[config.mk]
export PLATFORM = sky130hd
export DESIGN_NAME = ysyx_25020037_wbu
export DESIGN_NICKNAME = d
export VERILOG_FILES = /design/src/rtl/ysyx_25020037_wbu_pkg.sv /design/src/rtl/ysyx_25020037_load_ext.sv /design/src/rtl/ysyx_25020037_wbu.sv
export SDC_FILE = /design/constraint.sdc
export NUM_CORES = 1
export LEC_CHECK = 0
export ABC_AREA = 1
export CORE_ASPECT_RATIO = 1.4
export CORE_MARGIN = 2
export CORE_UTILIZATION = 45
export CTS_CLUSTER_DIAMETER = 80
export CTS_CLUSTER_SIZE = 30
export DETAILED_ROUTE_END_ITERATION = 6
export PLACE_DENSITY = 0.8
export SYNTH_ARGS = -nofsm -noshare
export SYNTH_HDL_FRONTEND = slang
export SYNTH_HIERARCHICAL = 1
export SYNTH_SLANG_ARGS = --single-unit
export TNS_END_PERCENT = 5
[constraint.sdc]
create_clock -name clk -period 2 [get_ports clk]
set_clock_uncertainty 0.1 [all_clocks]
set_input_delay 0.4 -clock clk [delete_from_list [all_inputs] [get_ports clk]]
set_output_delay 0.4 -clock clk [all_outputs]
set_load 0.01 [all_outputs]
[src/rtl/ysyx_25020037_wbu_pkg.sv]
// Shared constants for the write-back unit: CSR addresses, load funct3 codes
// and the commit FSM state encoding.
package ysyx_25020037_wbu_pkg;

  localparam logic [11:0] CSR_MTVEC   = 12'h305;
  localparam logic [11:0] CSR_MEPC    = 12'h341;
  localparam logic [11:0] CSR_MSTATUS = 12'h300;
  localparam logic [11:0] CSR_MCAUSE  = 12'h342;

  localparam logic [2:0] F3_LB  = 3'b000;
  localparam logic [2:0] F3_LH  = 3'b001;
  localparam logic [2:0] F3_LW  = 3'b010;
  localparam logic [2:0] F3_LBU = 3'b100;
  localparam logic [2:0] F3_LHU = 3'b101;

  typedef enum logic [1:0] {
    S_IDLE     = 2'd0,
    S_WAIT_MEM = 2'd1,
    S_COMMIT   = 2'd2
  } wbu_state_e;

endpackage

[src/rtl/ysyx_25020037_load_ext.sv]
// Combinational load data alignment and sign/zero extension.
// Unsupported funct3 codes return zero data and flag illegal.
module ysyx_25020037_load_ext
  import ysyx_25020037_wbu_pkg::*;
#(
  parameter int XLEN = 32
) (
  input  logic [2:0]      funct3,
  input  logic [1:0]      addr_lo,
  input  logic [XLEN-1:0] rdata,
  output logic [XLEN-1:0] data,
  output logic            illegal
);

  logic [7:0]  byte_sel;
  logic [15:0] half_sel;

  // Pick the addressed byte/half, then extend according to funct3.
  always_comb begin
    byte_sel = 8'h00;
    half_sel = 16'h0000;
    data     = '0;
    illegal  = 1'b0;
    case (addr_lo)
      2'd0:    byte_sel = rdata[7:0];
      2'd1:    byte_sel = rdata[15:8];
      2'd2:    byte_sel = rdata[23:16];
      default: byte_sel = rdata[31:24];
    endcase
    // Halfword loads only look at addr_lo[1]; bit 0 is don't-care.
    half_sel = addr_lo[1] ? rdata[31:16] : rdata[15:0];
    case (funct3)
      F3_LB:   data = {{(XLEN-8){byte_sel[7]}}, byte_sel};
      F3_LH:   data = {{(XLEN-16){half_sel[15]}}, half_sel};
      F3_LW:   data = rdata;
      F3_LBU:  data = {{(XLEN-8){1'b0}}, byte_sel};
      F3_LHU:  data = {{(XLEN-16){1'b0}}, half_sel};
      default: begin
        data    = '0;
        illegal = 1'b1;
      end
    endcase
  end

endmodule

[src/rtl/ysyx_25020037_wbu.sv]
// Write-back / commit unit. Accepts one retired instruction per handshake,
// waits for load data when needed and produces a single registered commit
// cycle carrying GPR/CSR write strobes and ecall/mret side effects.
//
// Handshake: an instruction transfers on a clk edge where in_valid && in_ready;
// load data transfers on an edge where mem_rvalid && mem_rready. in_ready is
// high in IDLE and COMMIT, mem_rready only in WAIT_MEM; mem_rvalid is ignored
// everywhere else.
module ysyx_25020037_wbu
  import ysyx_25020037_wbu_pkg::*;
#(
  parameter int XLEN        = 32,
  parameter int MEM_TIMEOUT = 0
) (
  input  logic            clk,
  input  logic            rst,
  input  logic            in_valid,
  output logic            in_ready,
  input  logic [XLEN-1:0] in_pc,
  input  logic [4:0]      in_rd,
  input  logic [XLEN-1:0] in_result,
  input  logic            in_rf_wen,
  input  logic            in_is_load,
  input  logic [2:0]      in_funct3,
  input  logic [1:0]      in_addr_lo,
  input  logic            in_csr_wen,
  input  logic [11:0]     in_csr_addr,
  input  logic [XLEN-1:0] in_csr_wdata,
  input  logic            in_ecall,
  input  logic            in_mret,
  input  logic            mem_rvalid,
  output logic            mem_rready,
  input  logic [XLEN-1:0] mem_rdata,
  output logic [4:0]      gpr_waddr,
  output logic [XLEN-1:0] gpr_wdata,
  output logic            gpr_wen,
  output logic [XLEN-1:0] csr_wcsr_data,
  output logic            csrs_mtvec_wen,
  output logic            csrs_mepc_wen,
  output logic            csrs_mstatus_wen,
  output logic            csrs_mcause_wen,
  output logic            ecall_en,
  output logic            mret_en,
  output logic            commit_valid,
  output logic [XLEN-1:0] commit_pc,
  output logic            wb_err
);

  localparam bit          TMO_EN   = (MEM_TIMEOUT != 0);
  localparam logic [31:0] TMO_LAST = TMO_EN ? 32'(MEM_TIMEOUT - 1) : 32'd0;

  wbu_state_e state, state_n;

  // Fields of the instruction held while waiting for load data.
  logic [XLEN-1:0] l_pc;
  logic [4:0]      l_rd;
  logic            l_rf_wen;
  logic [2:0]      l_funct3;
  logic [1:0]      l_addr_lo;
  logic            l_csr_wen;
  logic [11:0]     l_csr_addr;
  logic [XLEN-1:0] l_csr_wdata;
  logic            l_ecall;
  logic            l_mret;
  logic [31:0]     tmo_cnt;

  logic [XLEN-1:0] ext_data;
  logic            ext_illegal;

  logic            accept;
  logic            from_mem;
  logic            commit_n;
  logic [XLEN-1:0] s_pc;
  logic [4:0]      s_rd;
  logic            s_rf_wen;
  logic [XLEN-1:0] s_wdata;
  logic            s_err;
  logic            s_csr_wen;
  logic [11:0]     s_csr_addr;
  logic [XLEN-1:0] s_csr_wdata;
  logic            s_ecall;
  logic            s_mret;
  logic            ecall_n, mret_n;
  logic            mtvec_n, mepc_n, mstatus_n, mcause_n;

  ysyx_25020037_load_ext #(.XLEN(XLEN)) u_load_ext (
    .funct3  (l_funct3),
    .addr_lo (l_addr_lo),
    .rdata   (mem_rdata),
    .data    (ext_data),
    .illegal (ext_illegal)
  );

  assign accept = in_valid && in_ready;

  // Next state and the contents of the upcoming commit cycle.
  always_comb begin
    state_n     = state;
    from_mem    = (state == S_WAIT_MEM);
    s_pc        = in_pc;
    s_rd        = in_rd;
    s_rf_wen    = in_rf_wen;
    s_wdata     = in_result;
    s_err       = 1'b0;
    s_csr_wen   = in_csr_wen;
    s_csr_addr  = in_csr_addr;
    s_csr_wdata = in_csr_wdata;
    s_ecall     = in_ecall;
    s_mret      = in_mret;
    ecall_n     = 1'b0;
    mret_n      = 1'b0;
    mtvec_n     = 1'b0;
    mepc_n      = 1'b0;
    mstatus_n   = 1'b0;
    mcause_n    = 1'b0;

    case (state)
      S_WAIT_MEM: begin
        if (mem_rvalid || (TMO_EN && tmo_cnt == TMO_LAST)) state_n = S_COMMIT;
        else state_n = S_WAIT_MEM;
      end
      default: begin
        if (accept) state_n = in_is_load ? S_WAIT_MEM : S_COMMIT;
        else state_n = S_IDLE;
      end
    endcase

    if (from_mem) begin
      s_pc        = l_pc;
      s_rd        = l_rd;
      s_rf_wen    = l_rf_wen;
      s_csr_wen   = l_csr_wen;
      s_csr_addr  = l_csr_addr;
      s_csr_wdata = l_csr_wdata;
      s_ecall     = l_ecall;
      s_mret      = l_mret;
      // Without rvalid the only way out of WAIT_MEM is the timeout.
      if (mem_rvalid) begin
        s_wdata = ext_illegal ? '0 : ext_data;
        s_err   = ext_illegal;
      end else begin
        s_wdata = '0;
        s_err   = 1'b1;
      end
    end

    commit_n = (state_n == S_COMMIT);

    // ecall beats mret beats explicit CSR writes.
    if (s_ecall) begin
      ecall_n = 1'b1;
    end else if (s_mret) begin
      mret_n = 1'b1;
    end else if (s_csr_wen) begin
      case (s_csr_addr)
        CSR_MTVEC:   mtvec_n   = 1'b1;
        CSR_MEPC:    mepc_n    = 1'b1;
        CSR_MSTATUS: mstatus_n = 1'b1;
        CSR_MCAUSE:  mcause_n  = 1'b1;
        default:     ;
      endcase
    end
  end

  // State register plus the instruction latch and memory timeout counter.
  always_ff @(posedge clk) begin
    if (!rst) begin
      state       <= S_IDLE;
      l_pc        <= '0;
      l_rd        <= '0;
      l_rf_wen    <= 1'b0;
      l_funct3    <= '0;
      l_addr_lo   <= '0;
      l_csr_wen   <= 1'b0;
      l_csr_addr  <= '0;
      l_csr_wdata <= '0;
      l_ecall     <= 1'b0;
      l_mret      <= 1'b0;
      tmo_cnt     <= '0;
    end else begin
      state <= state_n;
      if (accept) begin
        l_pc        <= in_pc;
        l_rd        <= in_rd;
        l_rf_wen    <= in_rf_wen;
        l_funct3    <= in_funct3;
        l_addr_lo   <= in_addr_lo;
        l_csr_wen   <= in_csr_wen;
        l_csr_addr  <= in_csr_addr;
        l_csr_wdata <= in_csr_wdata;
        l_ecall     <= in_ecall;
        l_mret      <= in_mret;
        tmo_cnt     <= '0;
      end else if (state == S_WAIT_MEM) begin
        tmo_cnt <= tmo_cnt + 32'd1;
      end
    end
  end

  // Registered outputs: strobes live for exactly the cycle after commit_n.
  always_ff @(posedge clk) begin
    if (!rst) begin
      in_ready         <= 1'b1;
      mem_rready       <= 1'b0;
      commit_valid     <= 1'b0;
      wb_err           <= 1'b0;
      gpr_wen          <= 1'b0;
      csrs_mtvec_wen   <= 1'b0;
      csrs_mepc_wen    <= 1'b0;
      csrs_mstatus_wen <= 1'b0;
      csrs_mcause_wen  <= 1'b0;
      ecall_en         <= 1'b0;
      mret_en          <= 1'b0;
      gpr_waddr        <= '0;
      gpr_wdata        <= '0;
      csr_wcsr_data    <= '0;
      commit_pc        <= '0;
    end else begin
      in_ready         <= (state_n != S_WAIT_MEM);
      mem_rready       <= (state_n == S_WAIT_MEM);
      commit_valid     <= commit_n;
      wb_err           <= commit_n && s_err;
      gpr_wen          <= commit_n && s_rf_wen && (s_rd != 5'd0);
      csrs_mtvec_wen   <= commit_n && mtvec_n;
      csrs_mepc_wen    <= commit_n && mepc_n;
      csrs_mstatus_wen <= commit_n && mstatus_n;
      csrs_mcause_wen  <= commit_n && mcause_n;
      ecall_en         <= commit_n && ecall_n;
      mret_en          <= commit_n && mret_n;
      if (commit_n) begin
        gpr_waddr     <= s_rd;
        gpr_wdata     <= s_wdata;
        csr_wcsr_data <= s_csr_wdata;
        commit_pc     <= s_pc;
      end
    end
  end

endmodule

* Word level (Yosys, flattened, before mapping)
Index checks and enable logic that the tools add are counted.
Storage, ports and cells: flip-flop bits (word level) 204, input bits 159, output and inout port bits 112, logic and storage cells 94
Operators by class: equal/unequal tests 14, muxes and demuxes 40, reduce and logical (&&, ||, !) cells 14
Operators with widths (number):
- 32-bit 2-to-1 mux | 5
- 32-bit case mux with 5 select lines | 1
- 12-bit by 10-bit == test with 1-bit output (second input constant) | 4
- 1-bit 2-to-1 mux | 26
- 8-bit case mux with 3 select lines | 1
- 16-bit 2-to-1 mux | 1
- 12-bit 2-to-1 mux | 1
- 1-bit logical AND | 10
- 2-bit 2-to-1 mux | 4
- 2-bit by 1-bit == test with 1-bit output (second input constant) | 3
- 3-bit == test (second input constant) | 2
- 5-bit 2-to-1 mux | 1
- 5-bit nonzero test | 1
- 5-bit OR reduction | 1
- 2-bit == test (second input constant) | 2
- 3-bit by 1-bit == test with 1-bit output (second input constant) | 1
- 3-bit by 2-bit == test with 1-bit output (second input constant) | 1
- 3-bit logical NOT | 1
- 2-bit logical NOT | 1
- 2-bit by 1-bit inequality test with 1-bit output (second input constant) | 1

* Logic depth before layout (Yosys ltp)
Gate-level depths: netlist of run 1.
depth after elaboration 8, depth in mapped cells 13, depth with buffers taken out 11

* Cells and area by module
The synthesis of run 1 kept the hierarchy.
Modules (own cells, without submodules):
- ysyx_25020037_wbu | instances 1, cells each 1248, area each 8514.4 um2
- ysyx_25020037_load_ext | instances 1, cells each 208, area each 1147.4 um2

* Worst setup path after synthesis of run 1
Ideal clock, no wire load.
path type reg-to-reg, from register l_funct3[2], to register gpr_wdata[10], library setup time 70 ps, data arrival time 1578 ps, setup slack 251 ps, cell stages (with the launch flop) 9, buffers on the path 1, period minus slack after synthesis 1749 ps, path through dfxtp_1 > nor2_1 > nor2_1 > nor2_1 > clkbuf_1 > nand3_1 > nand2_1 > nand2_1 > a21oi_1
Between the ends: longest elaborated chain between the ends 5, elaborated cells between the ends (all ways) 10
Ends and longest elaborated chain:
- start, declared | line ysyx_25020037_wbu.sv:58 | logic [2:0] l_funct3;
- start signal, assigned | line ysyx_25020037_wbu.sv:186 | l_funct3 <= in_funct3;
- 3-bit == test, or another cell as far along | line ysyx_25020037_load_ext.sv:32 | case (funct3)
- 32-bit case mux with 5 select lines or 5-bit OR reduction (tied branches)
- 32-bit 2-to-1 mux * | line ysyx_25020037_wbu.sv:139 | s_wdata = ext_illegal ? '0 : ext_data;
- 32-bit 2-to-1 mux * | line ysyx_25020037_wbu.sv:138 | if (mem_rvalid) begin
- 32-bit 2-to-1 mux * | line ysyx_25020037_wbu.sv:128 | if (from_mem) begin
- end signal, assigned | line ysyx_25020037_wbu.sv:232 | gpr_wdata <= s_wdata;
- end, declared | line ysyx_25020037_wbu.sv:35 | output logic [XLEN-1:0] gpr_wdata,
Every way passes the cells marked *; elsewhere a longest branch is shown, timed or not. A chain may end at the register's enable or synchronous reset.

* Worst setup path after layout of run 1
from register csr_wcsr_data[1], to output port csr_wcsr_data[1]
RTL lines:
- start, declared | line ysyx_25020037_wbu.sv:37 | output logic [XLEN-1:0] csr_wcsr_data,
- start signal, assigned | line ysyx_25020037_wbu.sv:233 | csr_wcsr_data <= s_csr_wdata;
No word-level cell between the ends.

==> impl_metrics.yaml, run 1 <==
timing:
  tns_ns: 0
  fmaxAchievable_mhz: 523
  maxSlewHeadroom: 0.687
  hold-worst-slack_ns: 0.187
  setup_viol: 0
  tightest_slew_ns: 0.469
  slew_viol_final: 0
  fin_crit_ns: 1.91
  grt_setup_unrepaired: "false"
  period_share: 0.956
  final_hold_viol_count: 0
critical_path:
  crit_type: "flop to output pin"
  cp-end-kind: "output pin"
  startpoint: "csr_wcsr_data[1]$_SDFFE_PN0P_"
  cp-start-kind: "flop"
  crit_family: "buffers and inverters"
  slowest_stage: "clkdlybuf4s50_1"
  cp_num_buf_inv: 1
  cp.required_ns: 1.50
  slowest_delay_ns: 0.56
  worstPathArrival_ns: 1.41
  worst-path-max-fanout: 2
  cp_cell_sequence: "clkdlybuf4s50_1"
  rr_startpoint: "state[1]$_SDFF_PN0_"
synth:
  syn_inst: 1456
  synth-adder-area-share: 0
  ys.flop_type: "dfxtp_1"
  synth-edff-count: 0
  yosysMostFrequentCell: "nand2_1"
  ys_types: 29
  synthSimpleGateAreaFrac: 0.338
  synth_top_family_by_area: "simple AND/OR/NAND/NOR gates"
  synthArstFlopShare: 0
  synth-seq-cells: 204
  synth_xor_area_frac: 0
  synthTopCellsByCount: "nand2_1 (412), nor2_1 (258), dfxtp_1 (204)"
  synth.area.top_cells: "dfxtp_1 (42%), nand2_1 (16%), o21ai_0 (10%), nor2_1 (10%), a21oi_1 (4.4%)"
  syn_avg_cell_area_um2: 6.64
  syn_area_um2: 9660
  yosysWarnings: 6
  synth_compound_area_frac: 0.149
  muxShareOfSynthArea: 0
  synth.top_cell.area_share: 0.423
  synth_area_leader_cell: "dfxtp_1"
  syn_nets: 1615
  yosysSeqAreaShare: 0.423
placed_design:
  io_buffers: 270
  hpwl_mm: 20.6
  gp_congestion: 0.941
cells_and_area:
  drive_above_1_share: 0.0657
  nNetsFinal: 1846
  synthToLayoutAreaGrowth_pct: 34.6
floorplanning:
  start_util: 0.457
  std_cell_rows: 63
  die_area_um2: 22700
  fp.coreArea_um2: 21100
  die_width_um: 128
  die_h_um: 177
  io_pins: 271
clock_network:
  cts_tree: "built"
  clockBufferDepth: 3
  cts_sinks: 204
  path_clk_slew_ns: 0.11
  root_buffer: "clkbuf_16"
  clkLatencyLatePin_ns: 0.46
  numCtsBuffers: 11
  htree_levels: 1
grt:
  grt-ovfl-total: 0
  grt_pass1_vias: 9004
  grt_pass1_wl_mm: 44.8
  grt_max_degree: 98
  grt_use_total: 0.242
  antenna_found_initial: 3
power_and_ir_drop:
  clockPowerShare: 0.258
  ir_drop_uv: 576
  internal-power_mw: 6.62
  p_leak_nw: 5.74
  combPwrFrac: 0.256
  p_sw_mw: 2.82
  p_per_area_nw_per_um2: 725
  switching_share: 0.299
  power_frac_seq: 0.486
flow_run:
  maxCapViolCount: 0
hold_path:
  hp-start: "rst"
  hp-class: "input port to flop"
detailed_routing:
  wl_per_cell_um: 14.7
  drt_pass1_iterations: 7
  post-route-drc-count: 0
  avgViaCountPerCell: 5.13
  postRouteAntennaNets: 0
  vias: 10000
  routed_wl_mm: 28.7
  drtIter0Drc: 626
run_status:
  run_status: "finished, final reports clean"
[layout make-up]
type | count | area [um2]
antenna | 3 | 7.51
clock buffer | 11 | 275
multi-input combinational | 1066 | 4720
sequential | 204 | 4090
tap | 260 | 325
inverter | 86 | 329
timing repair buffer | 318 | 3220
fill | 1940 | 8120
clock inverter | 4 | 42.5
[layout by cell type, fill, tap and decap left out, types with 3 or more instances in the layout]
master,synthesis,routed
nand3_2,22,22
nand3_1,70,70
nor2_1,258,257
dfxtp_1,204,203
clkbuf_16,0,11
nand2_4,3,5
buf_4,11,36
nand2_1,412,410
o21ai_0,195,195
diode_2,0,3
a21oi_1,84,84
buf_12,2,13
o211ai_1,4,4
inv_2,5,5
nand3b_1,4,4
clkdlybuf4s50_1,0,268
inv_1,78,77
[worst paths after layout]
kind                                                endpoint  slack, ns  cells after the start
worst min register to register  l_csr_wdata[13]$_SDFFE_PN0N_       0.35                      2
worst max register to register    csrs_mcause_wen$_SDFF_PN0_       0.15                      9
worst min-delay path                  l_csr_wen$_SDFFE_PN0N_       0.19                      3
worst max-delay path                        csr_wcsr_data[1]       0.09                      1
[through the flow]
| stage | power [mW] | area [um2] | utilization | instances | setup WS [ns] |
|---|---|---|---|---|---|
| 4_1_cts | 9.53 | 13000 | 0.615 | 1949 | 0.0696 |
| 6_report | 9.43 | 13000 | 0.616 | 1952 | 0.0889 |
| 2_1_floorplan | 5.96 | 9660 | - | 1456 | 0.251 |
| 3_3_place_gp | 7.04 | 12700 | 0.600 | 1934 | -0.0734 |
| 5_1_grt | 9.96 | 13000 | 0.616 | 1952 | 0.0221 |
| 3_5_place_dp | 7.09 | 12700 | 0.600 | 1934 | -0.107 |
[metal layers]
layer  up-vias  track usage  wire length (um)
met1      4507        0.285             11200
met4         0        0.105              1090
met5         -            0                 0
li1       5069            -                 -
met2       380        0.434             14500
met3        59       0.0362              1970
[kinds of logic after synthesis]
| kind of cell | count (synthesis) |
|---|---|
| AOI/OAI and AO/OA | 285 |
| and+or+nand+nor | 781 |
| buffers and inverters | 186 |
| DFF | 204 |
[flip-flops by register name, indices dropped and copies added, names as in the netlist, 2 cells and up]
signal / cells
gpr_waddr: 5
l_pc: 32
l_funct3: 3
csr_wcsr_data: 32
l_csr_wdata: 32
l_csr_addr: 12
state: 2
l_rd: 5
gpr_wdata: 32
commit_pc: 32
l_addr_lo: 2
[timing repair]
item                                    4_1_cts  5_1_grt
gates cloned                                  0        0
hold buffers                                  0        0
setup buffers                                 0        0
gates resized for setup                       1        1
endpoints found under the setup margin        1        1
[power groups by stage]
stage / Sequential, mW / Clock, mW / Combinational [mW]
final: 4.59 / 2.43 / 2.41
after floorplan: 4.73 / 0 / 1.23
after global placement: 4.67 / 0 / 2.37
after CTS: 4.59 / 2.51 / 2.42
after global routing: 4.63 / 2.66 / 2.67
after detailed placement: 4.68 / 0 / 2.41
No activity file was read; power rests on OpenSTA's default activity.
==> inputs of run 2 (changes only) <==
SLEW_MARGIN = 0   (was not set)
TNS_END_PERCENT = 10   (was 5)
==> results of run 2 <==
No change in the layout: final DEF, timing and power equal those of run 1.
